File: src/rtl/vga_timing_pkg.sv
// Standard 640x480 @ 60 Hz VGA timing constants shared by the sync generator
// and the rendering stage that consumes its coordinates.
package vga_timing_pkg;

    localparam int VGA_DIV_PIXEL = 4;
    localparam int VGA_H_VISIBLE = 640;
    localparam int VGA_H_FP      = 16;
    localparam int VGA_H_SYNC    = 96;
    localparam int VGA_H_BP      = 48;
    localparam int VGA_V_VISIBLE = 480;
    localparam int VGA_V_FP      = 10;
    localparam int VGA_V_SYNC    = 2;
    localparam int VGA_V_BP      = 33;

    localparam int VGA_H_TOTAL = VGA_H_VISIBLE + VGA_H_FP + VGA_H_SYNC + VGA_H_BP;
    localparam int VGA_V_TOTAL = VGA_V_VISIBLE + VGA_V_FP + VGA_V_SYNC + VGA_V_BP;

    localparam int VGA_H_SYNC_START = VGA_H_VISIBLE + VGA_H_FP;
    localparam int VGA_H_SYNC_END   = VGA_H_SYNC_START + VGA_H_SYNC - 1;
    localparam int VGA_V_SYNC_START = VGA_V_VISIBLE + VGA_V_FP;
    localparam int VGA_V_SYNC_END   = VGA_V_SYNC_START + VGA_V_SYNC - 1;

    localparam int CNT_W = $clog2((VGA_H_TOTAL > VGA_V_TOTAL) ? VGA_H_TOTAL : VGA_V_TOTAL);

    typedef struct packed {
        logic             hsync;
        logic             vsync;
        logic             video_on;
        logic [CNT_W-1:0] pixel_x;
        logic [CNT_W-1:0] pixel_y;
        logic             tick_pixel;
        logic             inicio_cuadro;
    } vga_sync_t;

    function automatic logic en_rango(input logic [CNT_W-1:0] valor, input int lo, input int hi);
        return (int'(valor) >= lo) && (int'(valor) <= hi);
    endfunction

endpackage

File: src/rtl/generador_sync_vga_if.sv
// Timing bundle between the sync generator (master) and the renderer (slave);
// the renderer owns the count enable.
interface generador_sync_vga_if;

    logic                              habilitar;
    logic                              hsync;
    logic                              vsync;
    logic                              video_on;
    logic [vga_timing_pkg::CNT_W-1:0]  pixel_x;
    logic [vga_timing_pkg::CNT_W-1:0]  pixel_y;
    logic                              tick_pixel;
    logic                              inicio_cuadro;

    modport master (
        input  habilitar,
        output hsync, vsync, video_on, pixel_x, pixel_y, tick_pixel, inicio_cuadro
    );

    modport slave (
        output habilitar,
        input  hsync, vsync, video_on, pixel_x, pixel_y, tick_pixel, inicio_cuadro
    );

endinterface

File: src/rtl/divisor_tick_pixel.sv
// Pixel clock divider: holds div_cnt and tells the top when the horizontal
// counter advances and whether the next state lands on a pixel boundary.
module divisor_tick_pixel #(
    parameter int DIV_PIXEL = 4
) (
    input  logic reloj_nexys,
    input  logic reset_total_n,
    input  logic habilitar,
    output logic avanza_h,
    output logic tick_sig
);

    localparam int DIV_W = (DIV_PIXEL > 1) ? $clog2(DIV_PIXEL) : 1;
    localparam logic [DIV_W-1:0] DIV_MAX = DIV_W'(DIV_PIXEL - 1);

    logic [DIV_W-1:0] div_cnt_r;
    logic [DIV_W-1:0] div_cnt_s;
    // The first enabled edge after reset only publishes position (0,0); counting starts after it.
    logic             arrancado_r;

    // Next divider value and horizontal advance request.
    always_comb begin
        div_cnt_s = div_cnt_r;
        avanza_h  = 1'b0;
        if (habilitar && arrancado_r) begin
            if (div_cnt_r == DIV_MAX) begin
                div_cnt_s = '0;
                avanza_h  = 1'b1;
            end else begin
                div_cnt_s = div_cnt_r + DIV_W'(1);
            end
        end else begin
            div_cnt_s = div_cnt_r;
            avanza_h  = 1'b0;
        end
        tick_sig = (div_cnt_s == '0);
    end

    // Divider state register; frozen while habilitar is low.
    always_ff @(posedge reloj_nexys or negedge reset_total_n) begin
        if (!reset_total_n) begin
            div_cnt_r   <= '0;
            arrancado_r <= 1'b0;
        end else if (habilitar) begin
            div_cnt_r   <= div_cnt_s;
            arrancado_r <= 1'b1;
        end else begin
            div_cnt_r   <= div_cnt_r;
            arrancado_r <= arrancado_r;
        end
    end

endmodule

File: src/rtl/generador_sync_vga.sv
// 640x480 VGA sync generator: h/v counters plus registered decode of the
// next-state counters, so every output is aligned with the counters it shows.
module generador_sync_vga
    import vga_timing_pkg::*;
#(
    parameter int   DIV_PIXEL   = VGA_DIV_PIXEL,
    parameter int   H_VISIBLE   = VGA_H_VISIBLE,
    parameter int   H_FP        = VGA_H_FP,
    parameter int   H_SYNC      = VGA_H_SYNC,
    parameter int   H_BP        = VGA_H_BP,
    parameter int   V_VISIBLE   = VGA_V_VISIBLE,
    parameter int   V_FP        = VGA_V_FP,
    parameter int   V_SYNC      = VGA_V_SYNC,
    parameter int   V_BP        = VGA_V_BP,
    parameter logic SYNC_ACTIVO = 1'b0
) (
    input  logic                 reloj_nexys,
    input  logic                 reset_total_n,
    generador_sync_vga_if.master bus
);

    localparam int H_TOTAL    = H_VISIBLE + H_FP + H_SYNC + H_BP;
    localparam int V_TOTAL    = V_VISIBLE + V_FP + V_SYNC + V_BP;
    localparam int H_SYNC_INI = H_VISIBLE + H_FP;
    localparam int H_SYNC_FIN = H_SYNC_INI + H_SYNC - 1;
    localparam int V_SYNC_INI = V_VISIBLE + V_FP;
    localparam int V_SYNC_FIN = V_SYNC_INI + V_SYNC - 1;

    localparam logic [CNT_W-1:0] H_MAX = CNT_W'(H_TOTAL - 1);
    localparam logic [CNT_W-1:0] V_MAX = CNT_W'(V_TOTAL - 1);

    localparam vga_sync_t SALIDA_RESET = '{
        hsync:         ~SYNC_ACTIVO,
        vsync:         ~SYNC_ACTIVO,
        video_on:      1'b0,
        pixel_x:       '0,
        pixel_y:       '0,
        tick_pixel:    1'b0,
        inicio_cuadro: 1'b0
    };

    logic             avanza_h_s;
    logic             tick_sig_s;
    logic [CNT_W-1:0] h_cnt_r;
    logic [CNT_W-1:0] v_cnt_r;
    logic [CNT_W-1:0] h_cnt_s;
    logic [CNT_W-1:0] v_cnt_s;
    vga_sync_t        salida_s;
    vga_sync_t        salida_r;

    divisor_tick_pixel #(
        .DIV_PIXEL (DIV_PIXEL)
    ) u_divisor (
        .reloj_nexys   (reloj_nexys),
        .reset_total_n (reset_total_n),
        .habilitar     (bus.habilitar),
        .avanza_h      (avanza_h_s),
        .tick_sig      (tick_sig_s)
    );

    // Next-state h/v counters; each compares against its wrap value before incrementing.
    always_comb begin
        h_cnt_s = h_cnt_r;
        v_cnt_s = v_cnt_r;
        if (avanza_h_s) begin
            if (h_cnt_r == H_MAX) begin
                h_cnt_s = '0;
                if (v_cnt_r == V_MAX) begin
                    v_cnt_s = '0;
                end else begin
                    v_cnt_s = v_cnt_r + CNT_W'(1);
                end
            end else begin
                h_cnt_s = h_cnt_r + CNT_W'(1);
                v_cnt_s = v_cnt_r;
            end
        end else begin
            h_cnt_s = h_cnt_r;
            v_cnt_s = v_cnt_r;
        end
    end

    // Output decode taken from the next-state counters.
    always_comb begin
        salida_s               = SALIDA_RESET;
        salida_s.hsync         = en_rango(h_cnt_s, H_SYNC_INI, H_SYNC_FIN) ? SYNC_ACTIVO : ~SYNC_ACTIVO;
        salida_s.vsync         = en_rango(v_cnt_s, V_SYNC_INI, V_SYNC_FIN) ? SYNC_ACTIVO : ~SYNC_ACTIVO;
        salida_s.video_on      = (int'(h_cnt_s) < H_VISIBLE) && (int'(v_cnt_s) < V_VISIBLE);
        salida_s.pixel_x       = h_cnt_s;
        salida_s.pixel_y       = v_cnt_s;
        salida_s.tick_pixel    = tick_sig_s;
        salida_s.inicio_cuadro = tick_sig_s && (h_cnt_s == '0) && (v_cnt_s == '0);
    end

    // Counter and output registers; everything holds while habilitar is low.
    always_ff @(posedge reloj_nexys or negedge reset_total_n) begin
        if (!reset_total_n) begin
            h_cnt_r  <= '0;
            v_cnt_r  <= '0;
            salida_r <= SALIDA_RESET;
        end else if (bus.habilitar) begin
            h_cnt_r  <= h_cnt_s;
            v_cnt_r  <= v_cnt_s;
            salida_r <= salida_s;
        end else begin
            h_cnt_r  <= h_cnt_r;
            v_cnt_r  <= v_cnt_r;
            salida_r <= salida_r;
        end
    end

    assign bus.hsync         = salida_r.hsync;
    assign bus.vsync         = salida_r.vsync;
    assign bus.video_on      = salida_r.video_on;
    assign bus.pixel_x       = salida_r.pixel_x;
    assign bus.pixel_y       = salida_r.pixel_y;
    assign bus.tick_pixel    = salida_r.tick_pixel;
    assign bus.inicio_cuadro = salida_r.inicio_cuadro;

endmodule

File: src/flat_wrapper.sv
// flat-port wrapper written by rule: the top's interface ports become plain ports
module generador_sync_vga_flat import vga_timing_pkg::*;
#(
    parameter int   DIV_PIXEL   = VGA_DIV_PIXEL,
    parameter int   H_VISIBLE   = VGA_H_VISIBLE,
    parameter int   H_FP        = VGA_H_FP,
    parameter int   H_SYNC      = VGA_H_SYNC,
    parameter int   H_BP        = VGA_H_BP,
    parameter int   V_VISIBLE   = VGA_V_VISIBLE,
    parameter int   V_FP        = VGA_V_FP,
    parameter int   V_SYNC      = VGA_V_SYNC,
    parameter int   V_BP        = VGA_V_BP,
    parameter logic SYNC_ACTIVO = 1'b0
)
  (reloj_nexys, reset_total_n, bus_habilitar, bus_hsync, bus_vsync, bus_video_on, bus_pixel_x, bus_pixel_y, bus_tick_pixel, bus_inicio_cuadro);
  generador_sync_vga_if bus_i ();
  input  logic reloj_nexys;
  input  logic reset_total_n;
  input wire logic [$bits(bus_i.habilitar)-1:0] bus_habilitar;
  output wire logic [$bits(bus_i.hsync)-1:0] bus_hsync;
  output wire logic [$bits(bus_i.vsync)-1:0] bus_vsync;
  output wire logic [$bits(bus_i.video_on)-1:0] bus_video_on;
  output wire logic [$bits(bus_i.pixel_x)-1:0] bus_pixel_x;
  output wire logic [$bits(bus_i.pixel_y)-1:0] bus_pixel_y;
  output wire logic [$bits(bus_i.tick_pixel)-1:0] bus_tick_pixel;
  output wire logic [$bits(bus_i.inicio_cuadro)-1:0] bus_inicio_cuadro;
  assign bus_i.habilitar = bus_habilitar;
  assign bus_hsync = bus_i.hsync;
  assign bus_vsync = bus_i.vsync;
  assign bus_video_on = bus_i.video_on;
  assign bus_pixel_x = bus_i.pixel_x;
  assign bus_pixel_y = bus_i.pixel_y;
  assign bus_tick_pixel = bus_i.tick_pixel;
  assign bus_inicio_cuadro = bus_i.inicio_cuadro;
  generador_sync_vga #(.DIV_PIXEL(DIV_PIXEL), .H_VISIBLE(H_VISIBLE), .H_FP(H_FP), .H_SYNC(H_SYNC), .H_BP(H_BP), .V_VISIBLE(V_VISIBLE), .V_FP(V_FP), .V_SYNC(V_SYNC), .V_BP(V_BP), .SYNC_ACTIVO(SYNC_ACTIVO)) u_core (.reloj_nexys(reloj_nexys), .reset_total_n(reset_total_n), .bus(bus_i));
endmodule
File: config.mk
export PLATFORM = sky130hd
export DESIGN_NAME = generador_sync_vga_flat
export DESIGN_NICKNAME = d
export VERILOG_FILES = /design/src/rtl/vga_timing_pkg.sv /design/src/rtl/generador_sync_vga_if.sv /design/src/rtl/divisor_tick_pixel.sv /design/src/rtl/generador_sync_vga.sv /design/src/flat_wrapper.sv
export SDC_FILE = /design/constraint.sdc
export NUM_CORES = 1
export LEC_CHECK = 0
export BUFFER_PORTS_ARGS = -buffer_cell sky130_fd_sc_hd__buf_2
export CELL_PAD_IN_SITES_DETAIL_PLACEMENT = 1
export CELL_PAD_IN_SITES_GLOBAL_PLACEMENT = 1
export CORE_MARGIN = 2
export CORE_UTILIZATION = 46
export DETAILED_ROUTE_END_ITERATION = 7
export PLACE_DENSITY = 0.83
export SYNTH_ARGS = -nofsm -noshare
export SYNTH_HDL_FRONTEND = slang
export SYNTH_HIERARCHICAL = 1
export SYNTH_SLANG_ARGS = --single-unit
File: constraint.sdc
create_clock -name reloj_nexys -period 4.8 [get_ports reloj_nexys]
set_input_delay 0.24 -clock reloj_nexys [delete_from_list [all_inputs] [get_ports reloj_nexys]]
set_output_delay 0.24 -clock reloj_nexys [all_outputs]
set_load 0.03 [all_outputs]
==> impl_metrics.env <==
export IMPL_synth_edff_count=0
export IMPL_slew_headroom=0.557
export IMPL_via_count=1785
export IMPL_wl_met3_um=148
export IMPL_yosysTopAreaCellShare=0.329
export IMPL_initial_core_util=0.488
export IMPL_cts_sinks=28
export IMPL_rsz0062_at_grt="no"
export IMPL_ys_warn_count=6
export IMPL_post_cts_resize_count=0
export IMPL_maxSlewViolCount=0
export IMPL_dr_pass1_iters=4
export IMPL_ys_seq_elements=28
export IMPL_timing_rr_start="u_core/u_divisor/div_cnt_r[0]"
export IMPL_wl_um=5480
export IMPL_finalCritPeriodShare=0.665
export IMPL_grt_pass1_vias=1860
export IMPL_viasPerCell=6.09
export IMPL_cap_violations=0
export IMPL_min_period_ps=3190
export IMPL_seqPwrFrac=0.463
export IMPL_die_h_um=69.6
export IMPL_antenna_left=0
export IMPL_die_width_um=69.6
export IMPL_pwr_share_comb=0.314
export IMPL_hpwl_um=3940
export IMPL_io_pins=28
export IMPL_reg2reg_depth=8
export IMPL_die_area_um2=4840
export IMPL_r2r_slack_ps=1610
export IMPL_status="complete, no violations"
export IMPL_synth_area_um2=1980
export IMPL_overflow=0
export IMPL_cts_inserted_buffers=3
export IMPL_port_buffers=27
export IMPL_hold_viol_final=0
export IMPL_path_class="register to register"
export IMPL_stdcell_area_um2=2130
export IMPL_synth_nets=234
export IMPL_fmax_ghz=0.313
export IMPL_power_density_nw_per_um2=316
export IMPL_syn_area_per_cell_um2=8.72
export IMPL_p_switching_uw=251
export IMPL_placed_area_um2=2070
export IMPL_hold_path_end="u_core/bus.inicio_cuadro"
export IMPL_drt_met1_wl_um=2620
export IMPL_worst_pin_slew_ps=658
export IMPL_dr_max_layer_used="met4"
export IMPL_internal_power_uw=424
export IMPL_setup_tns_final_ps=0
export IMPL_cts_tree="built"
export IMPL_p_sw_frac=0.372
export IMPL_area_growth_syn_to_layout_pct=7.84
export IMPL_mostFrequentLayoutCells="buf_2 (27), dfrtp_1 (26), nand2_1 (25)"
export IMPL_pwr_share_clk=0.223
export IMPL_final_common_cell="buf_2"
export IMPL_grt_usage=0.244
export IMPL_antenna_found_initial=0
export IMPL_start_kind="register"
export IMPL_clk_latency_ps=280
export IMPL_min_path_type="primary input to register"
export IMPL_drive_above_1_share=0.210
export IMPL_htree_levels=1
export IMPL_diodes=0
export IMPL_drt_iter0_drc=94
export IMPL_grt_max_degree=33
export IMPL_grt_pass1_wl_um=9530
export IMPL_fin_skew_ps=4.13
export IMPL_critPathArrivalTime_ps=3390
export IMPL_fill_cells=515
export IMPL_ys_seq_area_frac=0.355
export IMPL_synth_top_cell_by_area="dfrtp_1"
export IMPL_gp_congestion=0.821
export IMPL_synth_ff_type="dfrtp_1"
export IMPL_cts_path_max_buffers=2
export IMPL_report_final_setup_viol=0
export IMPL_routedWlPerCell_um=18.7
export IMPL_cts_root_buf="clkbuf_8"
export IMPL_path_max_fanout=12
export IMPL_core_um2=4060
export IMPL_max_vdd_ir_drop_mv=0.222
export IMPL_wl_met2_um=2670
export IMPL_crit_path_end_kind="register"
export IMPL_min_path_cells=2
export IMPL_core_rowCount=23
export IMPL_synthCells=227
export IMPL_nets=251
export IMPL_p_leak_nw=0.905
export IMPL_synth_async_reset_ratio=1.00
export IMPL_min_from="bus_habilitar"
export IMPL_synthTopCellsByArea="dfrtp_1 (33%), nand2_1 (4.7%), xnor2_1 (4.0%)"
export IMPL_yosysUniqueCellTypes=58
export IMPL_cp_required_ps=4990
export IMPL_clk_pin_slew_ps=100
export IMPL_route_detailed_drc=0
export IMPL_reg2reg_to="u_core/bus.inicio_cuadro"
[cell usage after synthesis, drive strengths merged, types with 2 or more instances]
cell type	number
or3	5
or4	2
nand2	26
xor2	3
or4b	3
mux2	4
and2	4
o31ai	3
dfstp	2
a211o	2
or2	4
nor3b	2
nand3	10
nor2	13
nor2b	2
a31oi	4
o32ai	2
xnor2	9
inv	9
a21o	4
nor3	6
clkbuf	8
o22ai	3
nand4	7
dfrtp	26
buf	9
a41oi	2
o2bb2ai	2
and3	2
nand4b	2
and4	3
o31a	2
o21ai	12
nor4	5
a21oi	10
ha	4
[worst max-delay path: stages (launching register included)]
cell and delay, ps:
dfrtp_1 400, ha_1 180, and3_2 310, nand4_1 230, or3_1 570, a221o_1 440, nor4_1 250, or4b_1 490
o32ai_2 250
[logic make-up after synthesis]
group,synth area share
xor+xnor,0.0531
mux,0.0316
simple gates,0.275
flops,0.355
fa+ha+maj,0.0253
buf+inv,0.0752
compound gates,0.185
[cell type report]
| type | count | area (um^2) | share of cell area |
|---|---|---|---|
| Sequential cell | 28 | 703 | 0.329 |
| Multi-Input combinational cell | 173 | 1130 | 0.528 |
| Tap cell | 50 | 62.6 | 0.0293 |
| Inverter | 9 | 33.8 | 0.0158 |
| Timing Repair Buffer | 29 | 153 | 0.0715 |
| Clock buffer | 4 | 55.1 | 0.0258 |
[flip-flops by register name (all words and copies together) (netlist names)]
| signal | cells |
|---|---|
| u_core/bus.hsync | 1 |
| u_core/bus.inicio_cuadro | 1 |
| u_core/bus.pixel_x | 10 |
| u_core/bus.pixel_y | 10 |
| u_core/bus.tick_pixel | 1 |
| u_core/bus.video_on | 1 |
| u_core/bus.vsync | 1 |
| u_core/u_divisor/arrancado_r | 1 |
| u_core/u_divisor/div_cnt_r | 2 |
[layer usage]
metal  vias to the layer above  global-route usage
li1                        865                   -
met1                       891               0.331
met5                         -                   0
met3                         4              0.0247
met2                        25               0.421
met4                         0              0.0523
[worst max-delay path by stage]
stage | slack, ps | end | depth (start not counted) | start
finish | 1610 | u_core/bus.inicio_cuadro | 8 | u_core/u_divisor/div_cnt_r[0]
global route | 1410 | u_core/bus.inicio_cuadro | 8 | u_core/u_divisor/div_cnt_r[0]
CTS | 1620 | u_core/bus.inicio_cuadro | 8 | u_core/u_divisor/div_cnt_r[0]
detailed placement | 1420 | u_core/bus.inicio_cuadro | 8 | bus_habilitar
global placement | 1530 | u_core/bus.inicio_cuadro | 8 | bus_habilitar
floorplan | 1780 | u_core/bus.inicio_cuadro | 8 | u_core/bus.pixel_x[7]
[what timing repair did]
action | 4_1_cts | 5_1_grt
endpoints found under the setup margin | 0 | 0
buffers inserted | 0 | 0
endpoints found under the hold margin | 26 | 0
hold buffers | 1 | 0
[stage by stage]
stage                     utilization  total power [mW]  cells  hold slack (ps)  worst slack (ps)
after CTS                       0.526             0.684    293              451              1620
after detailed placement        0.510             0.528    288              304              1420
final                           0.526             0.675    293              461              1610
after floorplan                     -             0.466    227            -55.6              1780
after global placement          0.510             0.517    288              298              1530
after global routing            0.526             0.722    293              501              1410
[power by group through the flow]
stage               sequential, mW  combinational (mW)  clock [mW]
floorplan                    0.338               0.128           0
global placement             0.313               0.204           0
detailed placement           0.317               0.211           0
CTS                          0.313               0.214       0.157
global route                 0.319               0.234       0.169
finish                       0.313               0.212       0.150
(Power assumes the default switching activity.)
